File: config.mk
export PLATFORM = sky130hd
export DESIGN_NAME = t08_i2c_touch_target
export DESIGN_NICKNAME = d
export VERILOG_FILES = /design/src/rtl/t08_touch_pkg.sv /design/src/rtl/t08_i2c_edge_detect.sv /design/src/rtl/t08_i2c_touch_target.sv
export SDC_FILE = /design/constraint.sdc
export NUM_CORES = 1
export LEC_CHECK = 0
export BUFFER_PORTS_ARGS = -buffer_cell sky130_fd_sc_hd__clkbuf_2
export CORE_AREA = 2 2 92 139
export CTS_CLUSTER_SIZE = 28
export DETAILED_ROUTE_END_ITERATION = 16
export DIE_AREA = 0 0 94 141
export GPL_TIMING_DRIVEN = 0
export SYNTH_ARGS = -nofsm -noshare
export SYNTH_HDL_FRONTEND = slang
export SYNTH_SLANG_ARGS = --single-unit
export TNS_END_PERCENT = 50
File: constraint.sdc
create_clock -name clk -period 6.1 [get_ports clk]
set_clock_uncertainty 0.1 [all_clocks]
set_input_delay 0 -clock clk [delete_from_list [all_inputs] [get_ports clk]]
set_output_delay 0 -clock clk [all_outputs]
set_load 0.02 [all_outputs]
File: src/rtl/t08_touch_pkg.sv
// Shared types and constants for the team 08 touch-panel I2C target.
// Latency: n/a (declarations only).
// Backpressure: n/a.
package t08_touch_pkg;

   // Default 7-bit bus address of the touch controller
   localparam logic [6:0] T08_TOUCH_ADDR_DEFAULT = 7'h38;

   // Readable touch-point registers; every other address reads as zero
   localparam logic [7:0] REG_TD_STATUS = 8'h02;
   localparam logic [7:0] REG_P1_XH     = 8'h03;
   localparam logic [7:0] REG_P1_XL     = 8'h04;
   localparam logic [7:0] REG_P1_YH     = 8'h05;
   localparam logic [7:0] REG_P1_YL     = 8'h06;

   typedef enum logic [3:0] {
      ST_IDLE,
      ST_ADDR,
      ST_ADDR_ACK,
      ST_PTR,
      ST_PTR_ACK,
      ST_WDATA,
      ST_TX,
      ST_TX_ACKCHK,
      ST_WAIT_STOP
   } t08_i2c_tgt_state_t;

   // 2-of-3 vote used by the optional line glitch filter
   function automatic logic maj3(input logic a, input logic b, input logic c);
      return (a & b) | (a & c) | (b & c);
   endfunction

endpackage

File: src/rtl/t08_i2c_edge_detect.sv
// Conditions async SCL/SDA and emits one-cycle scl_rise/scl_fall/start/stop pulses.
// Latency: bus edge to pulse 3 clk, or 5 clk with T08_TOUCH_TARGET_GLITCH_FILTER_EN.
// Backpressure: none; pulses are fire-and-forget, o_sda is aligned with the pulses.
module t08_i2c_edge_detect
   import t08_touch_pkg::*;
(
   input  logic clk,
   input  logic rst,
   input  logic i_scl,
   input  logic i_sda,
   output logic o_scl_rise,
   output logic o_scl_fall,
   output logic o_start,
   output logic o_stop,
   output logic o_sda
);
   logic [1:0] r_scl_sync;
   logic [1:0] r_sda_sync;
   logic       w_scl;
   logic       w_sda;
   logic       r_scl_q;
   logic       r_sda_q;
   logic       r_scl_rise;
   logic       r_scl_fall;
   logic       r_start;
   logic       r_stop;

   // Two-flop synchronizers; reset to the idle-bus level so no edge appears out of reset
   always_ff @(posedge clk) begin
      if (rst) begin
         r_scl_sync <= 2'b11;
         r_sda_sync <= 2'b11;
      end else begin
         r_scl_sync <= {r_scl_sync[0], i_scl};
         r_sda_sync <= {r_sda_sync[0], i_sda};
      end
   end

`ifdef T08_TOUCH_TARGET_GLITCH_FILTER_EN
   logic [1:0] r_scl_hist;
   logic [1:0] r_sda_hist;
   logic       r_scl_filt;
   logic       r_sda_filt;

   // Majority of three consecutive samples: single-cycle pulses never win the vote
   always_ff @(posedge clk) begin
      if (rst) begin
         r_scl_hist <= 2'b11;
         r_sda_hist <= 2'b11;
         r_scl_filt <= 1'b1;
         r_sda_filt <= 1'b1;
      end else begin
         r_scl_hist <= {r_scl_hist[0], r_scl_sync[1]};
         r_sda_hist <= {r_sda_hist[0], r_sda_sync[1]};
         r_scl_filt <= maj3(r_scl_sync[1], r_scl_hist[0], r_scl_hist[1]);
         r_sda_filt <= maj3(r_sda_sync[1], r_sda_hist[0], r_sda_hist[1]);
      end
   end

   assign w_scl = r_scl_filt;
   assign w_sda = r_sda_filt;
`else
   assign w_scl = r_scl_sync[1];
   assign w_sda = r_sda_sync[1];
`endif

   // Edge and bus-condition pulses; START/STOP need SCL high both before and after the SDA edge
   always_ff @(posedge clk) begin
      if (rst) begin
         r_scl_q    <= 1'b1;
         r_sda_q    <= 1'b1;
         r_scl_rise <= 1'b0;
         r_scl_fall <= 1'b0;
         r_start    <= 1'b0;
         r_stop     <= 1'b0;
      end else begin
         r_scl_q    <= w_scl;
         r_sda_q    <= w_sda;
         r_scl_rise <= ~r_scl_q & w_scl;
         r_scl_fall <= r_scl_q & ~w_scl;
         r_start    <= r_scl_q & w_scl & r_sda_q & ~w_sda;
         r_stop     <= r_scl_q & w_scl & ~r_sda_q & w_sda;
      end
   end

   assign o_scl_rise = r_scl_rise;
   assign o_scl_fall = r_scl_fall;
   assign o_start    = r_start;
   assign o_stop     = r_stop;
   assign o_sda      = r_sda_q;

endmodule

File: src/rtl/t08_i2c_touch_target.sv
// I2C target emulating the team 08 touch controller: address match, pointer write, auto-increment reads, touch IRQ.
// Latency: bus edge seen after 3 clk (5 with T08_TOUCH_TARGET_GLITCH_FILTER_EN); SDA moves the cycle after a detected SCL fall.
// Backpressure: none toward the host beyond ACK/NACK; touch_valid is always accepted.
module t08_i2c_touch_target
   import t08_touch_pkg::*;
#(
   parameter logic [6:0] ADDR  = T08_TOUCH_ADDR_DEFAULT,
   parameter int         NREGS = 16
) (
   input  logic        clk,
   input  logic        rst,
   input  logic        scl_in,
   input  logic        sda_in,
   output logic        sda_out,
   output logic        sda_oeb,
   input  logic        touch_valid,
   input  logic [11:0] touch_x,
   input  logic [11:0] touch_y,
   output logic        touch_int_n,
   output logic        busy
);
   localparam int PW = $clog2(NREGS);

   t08_i2c_tgt_state_t r_state;
   t08_i2c_tgt_state_t w_state_nxt;
   logic               w_scl_rise;
   logic               w_scl_fall;
   logic               w_start;
   logic               w_stop;
   logic               w_sda;
   logic [2:0]         r_bit_cnt;
   logic               r_byte_done;
   logic [7:0]         r_shift;
   logic               r_host_ack;
   logic [PW-1:0]      r_ptr;
   logic [PW-1:0]      r_tx_addr;
   logic               r_touched;
   logic [11:0]        r_x;
   logic [11:0]        r_y;
   logic               r_int_n;
   logic               r_sda_oeb;
   logic [7:0]         w_rd_dat;
   logic               w_addr_match;
   logic               w_rx_state;
   logic               w_load_tx;
   logic               w_int_clr;

   t08_i2c_edge_detect u_edge (
      .clk        (clk),
      .rst        (rst),
      .i_scl      (scl_in),
      .i_sda      (sda_in),
      .o_scl_rise (w_scl_rise),
      .o_scl_fall (w_scl_fall),
      .o_start    (w_start),
      .o_stop     (w_stop),
      .o_sda      (w_sda)
   );

   assign w_addr_match = (r_shift[7:1] == ADDR);
   assign w_rx_state   = (r_state == ST_ADDR) || (r_state == ST_PTR) || (r_state == ST_WDATA);
   assign w_load_tx    = (w_state_nxt == ST_TX) && (r_state != ST_TX);
   assign w_int_clr    = (r_state == ST_TX) && (w_state_nxt == ST_TX_ACKCHK) &&
                         (8'(r_tx_addr) == REG_P1_YL);

   // State register
   always_ff @(posedge clk) begin
      if (rst) r_state <= ST_IDLE;
      else     r_state <= w_state_nxt;
   end

   // Next state: START/STOP override everything, otherwise byte boundaries advance on SCL fall
   always_comb begin
      w_state_nxt = r_state;
      if (w_start) begin
         w_state_nxt = ST_ADDR;
      end else if (w_stop) begin
         w_state_nxt = ST_IDLE;
      end else if (w_scl_fall) begin
         case (r_state)
            ST_ADDR:      if (r_byte_done) w_state_nxt = w_addr_match ? ST_ADDR_ACK : ST_WAIT_STOP;
            ST_ADDR_ACK:  w_state_nxt = r_shift[0] ? ST_TX : ST_PTR;
            ST_PTR:       if (r_byte_done) w_state_nxt = ST_PTR_ACK;
            ST_WDATA:     if (r_byte_done) w_state_nxt = ST_PTR_ACK;
            ST_PTR_ACK:   w_state_nxt = ST_WDATA;
            ST_TX:        if (r_byte_done) w_state_nxt = ST_TX_ACKCHK;
            ST_TX_ACKCHK: w_state_nxt = r_host_ack ? ST_TX : ST_WAIT_STOP;
            default:      w_state_nxt = r_state;
         endcase
      end
   end

   // Read mux for the byte about to be loaded into the shifter
   always_comb begin
      w_rd_dat = 8'h00;
      case (8'(r_ptr))
         REG_TD_STATUS: w_rd_dat = {7'b0, r_touched};
         REG_P1_XH:     w_rd_dat = {2'b00, 2'b00, r_x[11:8]};
         REG_P1_XL:     w_rd_dat = r_x[7:0];
         REG_P1_YH:     w_rd_dat = {4'h0, r_y[11:8]};
         REG_P1_YL:     w_rd_dat = r_y[7:0];
         default:       w_rd_dat = 8'h00;
      endcase
   end

   // Bit counter, shifter, pointer, host-ACK capture and SDA drive, all stepped by bus events
   always_ff @(posedge clk) begin
      if (rst) begin
         r_bit_cnt   <= '0;
         r_byte_done <= 1'b0;
         r_shift     <= '0;
         r_host_ack  <= 1'b0;
         r_ptr       <= '0;
         r_tx_addr   <= '0;
         r_sda_oeb   <= 1'b1;
      end else begin
         if (w_start || (w_state_nxt != r_state)) begin
            r_bit_cnt   <= '0;
            r_byte_done <= 1'b0;
         end else if (w_scl_rise && (w_rx_state || r_state == ST_TX)) begin
            r_bit_cnt <= r_bit_cnt + 3'd1;
            if (r_bit_cnt == 3'd7) r_byte_done <= 1'b1;
         end

         if (w_load_tx)
            r_shift <= w_rd_dat;
         else if (r_state == ST_TX && w_scl_fall && !r_byte_done)
            r_shift <= {r_shift[6:0], 1'b0};
         else if (w_rx_state && w_scl_rise)
            r_shift <= {r_shift[6:0], w_sda};

         if (r_state == ST_PTR && w_state_nxt == ST_PTR_ACK)
            r_ptr <= r_shift[PW-1:0];
         else if (w_load_tx) begin
            r_ptr     <= r_ptr + PW'(1);
            r_tx_addr <= r_ptr;
         end

         if (r_state == ST_TX_ACKCHK && w_scl_rise)
            r_host_ack <= ~w_sda;

         // SDA only moves after a detected SCL fall; bus conditions always release it
         if (w_start || w_stop)
            r_sda_oeb <= 1'b1;
         else if (w_scl_fall) begin
            case (w_state_nxt)
               ST_ADDR_ACK, ST_PTR_ACK: r_sda_oeb <= 1'b0;
               ST_TX:                   r_sda_oeb <= w_load_tx ? w_rd_dat[7] : r_shift[6];
               default:                 r_sda_oeb <= 1'b1;
            endcase
         end
      end
   end

   // Touch capture and interrupt; a new touch beats the read-out clear in the same cycle
   always_ff @(posedge clk) begin
      if (rst) begin
         r_touched <= 1'b0;
         r_x       <= '0;
         r_y       <= '0;
         r_int_n   <= 1'b1;
      end else if (touch_valid) begin
         r_touched <= 1'b1;
         r_x       <= touch_x;
         r_y       <= touch_y;
         r_int_n   <= 1'b0;
      end else if (w_int_clr) begin
         r_int_n   <= 1'b1;
      end
   end

   assign sda_out     = 1'b0;
   assign sda_oeb     = r_sda_oeb;
   assign touch_int_n = r_int_n;
   assign busy        = (r_state != ST_IDLE);

endmodule

==> out/summary.txt <==
Syn-to-layout area delta: 31.7%
vias in the first global route: 2,703
FF+latch count, synth: 62
initial antenna violation count: 0
1st-pass router iterations: 5
Slew Limit Fails: 0
routed len/inst: 13.7 µm
most numerous cell on the critical path: a21oi_2
sequential share of the synthesized area: 42.0%
slowest cell on the critical path: or4b_4
asr flop ratio synth: 0%
fmax: 0.350 GHz
largest net degree at the start of global routing: 11
Chip Height: 141 µm
crit end category: flop
number of buffers created by CTS: 9
routed wire length: 7630 µm
via count: 2,635
worst path arrival time: 3020 ps
total grt overflow: 0
Primary FF master, synth: dfxtp_1
number of synthesized flops with an enable pin: 0
final hold vios: 0
crit path kind: reg2reg
first-pass GRT wire length: 12,900 µm
Root Buffer: clkbuf_16
H-tree levels: 3
share of cells above drive strength 1: 17.0%
Final ANT Viol Nets: 0
die area: 13,300 µm²
vias per inst: 4.73
fin area: 3890 µm²
slowest cell delay on critical path: 580 ps
yosys warns: 0
crit path launch type: flop
mapped cell area: 2960 µm²
Netlist cell types: 57
Peak VDD IR: 0.172 mV
clock sinks: 62
CP cell instances: nand2b_1, or4_1, a21oi_2, o21ai_2, or4b_4, buf_6, a2111o_1, a21oi_2
Iter 0 DRT Violations: 181
most frequent cells in the layout: 69 x nor2_1, 62 x dfxtp_1, 39 x mux2i_1
Post-CTS Setup Bufs: 0
Core Box Area: 12,200 µm²
Final Power: 1.04 mW
unrepaired setup endpoints after global routing: false
dpl hpwl: 5560 µm
io pins: 33
routability cong.: 0.852
crit path max fanout: 10
Tcrit/Tclk final: 46.8%
syn nets: 364
DRC errors left: 0
number of cell rows: 50
placed inst area: 3300 µm²
Slew Limit Headroom: 37.6%
CTS tree: done
Syn Inst Count: 329
n_diodes: 0
PwrDens: 268 nW/µm²
Worst Hold Class: in2reg
Setup Viol. Count Final: 0
die width: 94 µm
Longest Clk Path Bufs: 2
clock transition at the registers of the reported paths: 60 ps
most common cell after layout, fill and taps aside: nor2_1
Worst-Skew Late Latency: 330 ps
Fin Setup TNS: 0 ps
nets@finish: 432
Global Route Usage Sum: 12.4%
number of max-cap violations: 0
IO Port Bufs: 30
status: finished, final reports clean
crit path time final: 2860 ps
Initial Util: 24.2%
Least-Margin Pin Slew: 933 ps
Req. time, crit path: 6260 ps
Lkg Pwr: 1.57 nW
FILL cells: 1,252
Mapped Avg Cell Area: 8.99 µm²
==> through the flow <==
stage | hold slack (ps) | utilization (%) | cells | worst slack, ps
5_1_grt | 146 | 31.9 | 557 | 3050
6_report | 113 | 31.9 | 557 | 3240
3_3_place_gp | 87.0 | 27.1 | 515 | 3350
3_5_place_dp | 89.5 | 27.1 | 515 | 3300
2_1_floorplan | 3.81 | - | 329 | 3610
4_1_cts | 124 | 31.9 | 557 | 3270
==> critical path, delay by kind of cell (launching register included) <==
kind	cells	cell delay [ps]
DFF	1	480
AOI/OAI and AO/OA	4	840
and+or+nand+nor	3	1220
buffers and inverters	1	160
==> repair_timing <==
action,in CTS,in global routing
hold buffers,27,0
endpoints found under the hold margin,28,0
gates resized for setup,0,0
==> registers in the layout, indices dropped and copies added, names as in the netlist <==
register and flops:
r_x 12, r_y 12, r_shift 8, r_ptr 4, r_state 4, r_tx_addr 4
r_bit_cnt 3, u_edge.r_scl_sync 2, u_edge.r_sda_sync 2, r_byte_done 1, r_host_ack 1, r_touched 1
sda_oeb 1, touch_int_n 1, u_edge.o_scl_fall 1, u_edge.o_scl_rise 1, u_edge.o_sda 1, u_edge.o_start 1
u_edge.o_stop 1, u_edge.r_scl_q 1
==> cells by family (layout without fill, tap and decap cells) <==
| kind of cell | Yosys count | after routing | synth area share (%) |
|---|---|---|---|
| simple gates | 123 | 123 | 20.6 |
| compound gates | 64 | 64 | 16.0 |
| flops | 62 | 62 | 42.0 |
| mux | 40 | 40 | 13.6 |
| buf+inv | 31 | 103 | 4.57 |
| fa+ha+maj | 6 | 6 | 2.54 |
| xor+xnor | 2 | 2 | 0.593 |
| other cells | 1 | 1 | 0.127 |
==> final cells by class <==
cell class	count	area [µm²]	share of cell area (%)
plain buffers	20	93.8	2.41
repair buffers	57	420	10.8
clock inverters	4	70.1	1.80
clock buffers	11	253	6.49
inverters	11	41.3	1.06
multi-input cells	236	1580	40.6
flip-flops and latches	62	1240	31.9
well taps	156	195	5.01
==> cell usage after synthesis, drive strengths merged, types with 3 or more instances <==
cell,instances,area [µm²]
o21bai,3,22.5
or2,7,43.8
a211oi,7,52.6
a22oi,4,30.0
a31oi,4,25.0
mux2i,39,390
nand2,10,37.5
buf,8,48.8
nand3,6,30.0
o21ai,7,38.8
inv,11,41.3
a21oi,13,72.6
dfxtp,62,1240
a222oi,4,40.0
nor3b,4,30.0
clkbuf,12,45.0
nor2b,3,18.8
nand2b,7,43.8
nor2,70,265
ha,6,75.1
==> power by group <==
group          leakage [nW]  internal, mW  switching, mW
Clock                 0.161         0.376          0.176
Combinational         0.903        0.0350         0.0297
Sequential            0.506         0.418        0.00768
Total                  1.57         0.829          0.214
==> per-layer routing <==
layer  global-route usage, %  wire (µm)  vias to the layer above
li1                        -          -                     1307
met3                    2.89        251                       13
met5                       0          0                        -
met4                    6.25        195                        0
met1                    12.6       3030                     1252
met2                    23.1       4160                       63
==> path summary, 6_finish.rpt <==
check | startpoint | endpoint | slack (ps) | cells after the start
setup / recovery | r_state[0] | r_shift[0] | 3240 | 8
hold / removal | touch_valid | r_y[7] | 110 | 3
setup reg to reg | r_state[0] | r_shift[0] | 3240 | 8
hold reg to reg | u_edge.r_sda_sync[0] | u_edge.r_sda_sync[1] | 310 | 1
No activity file was read; power rests on OpenSTA's default activity.
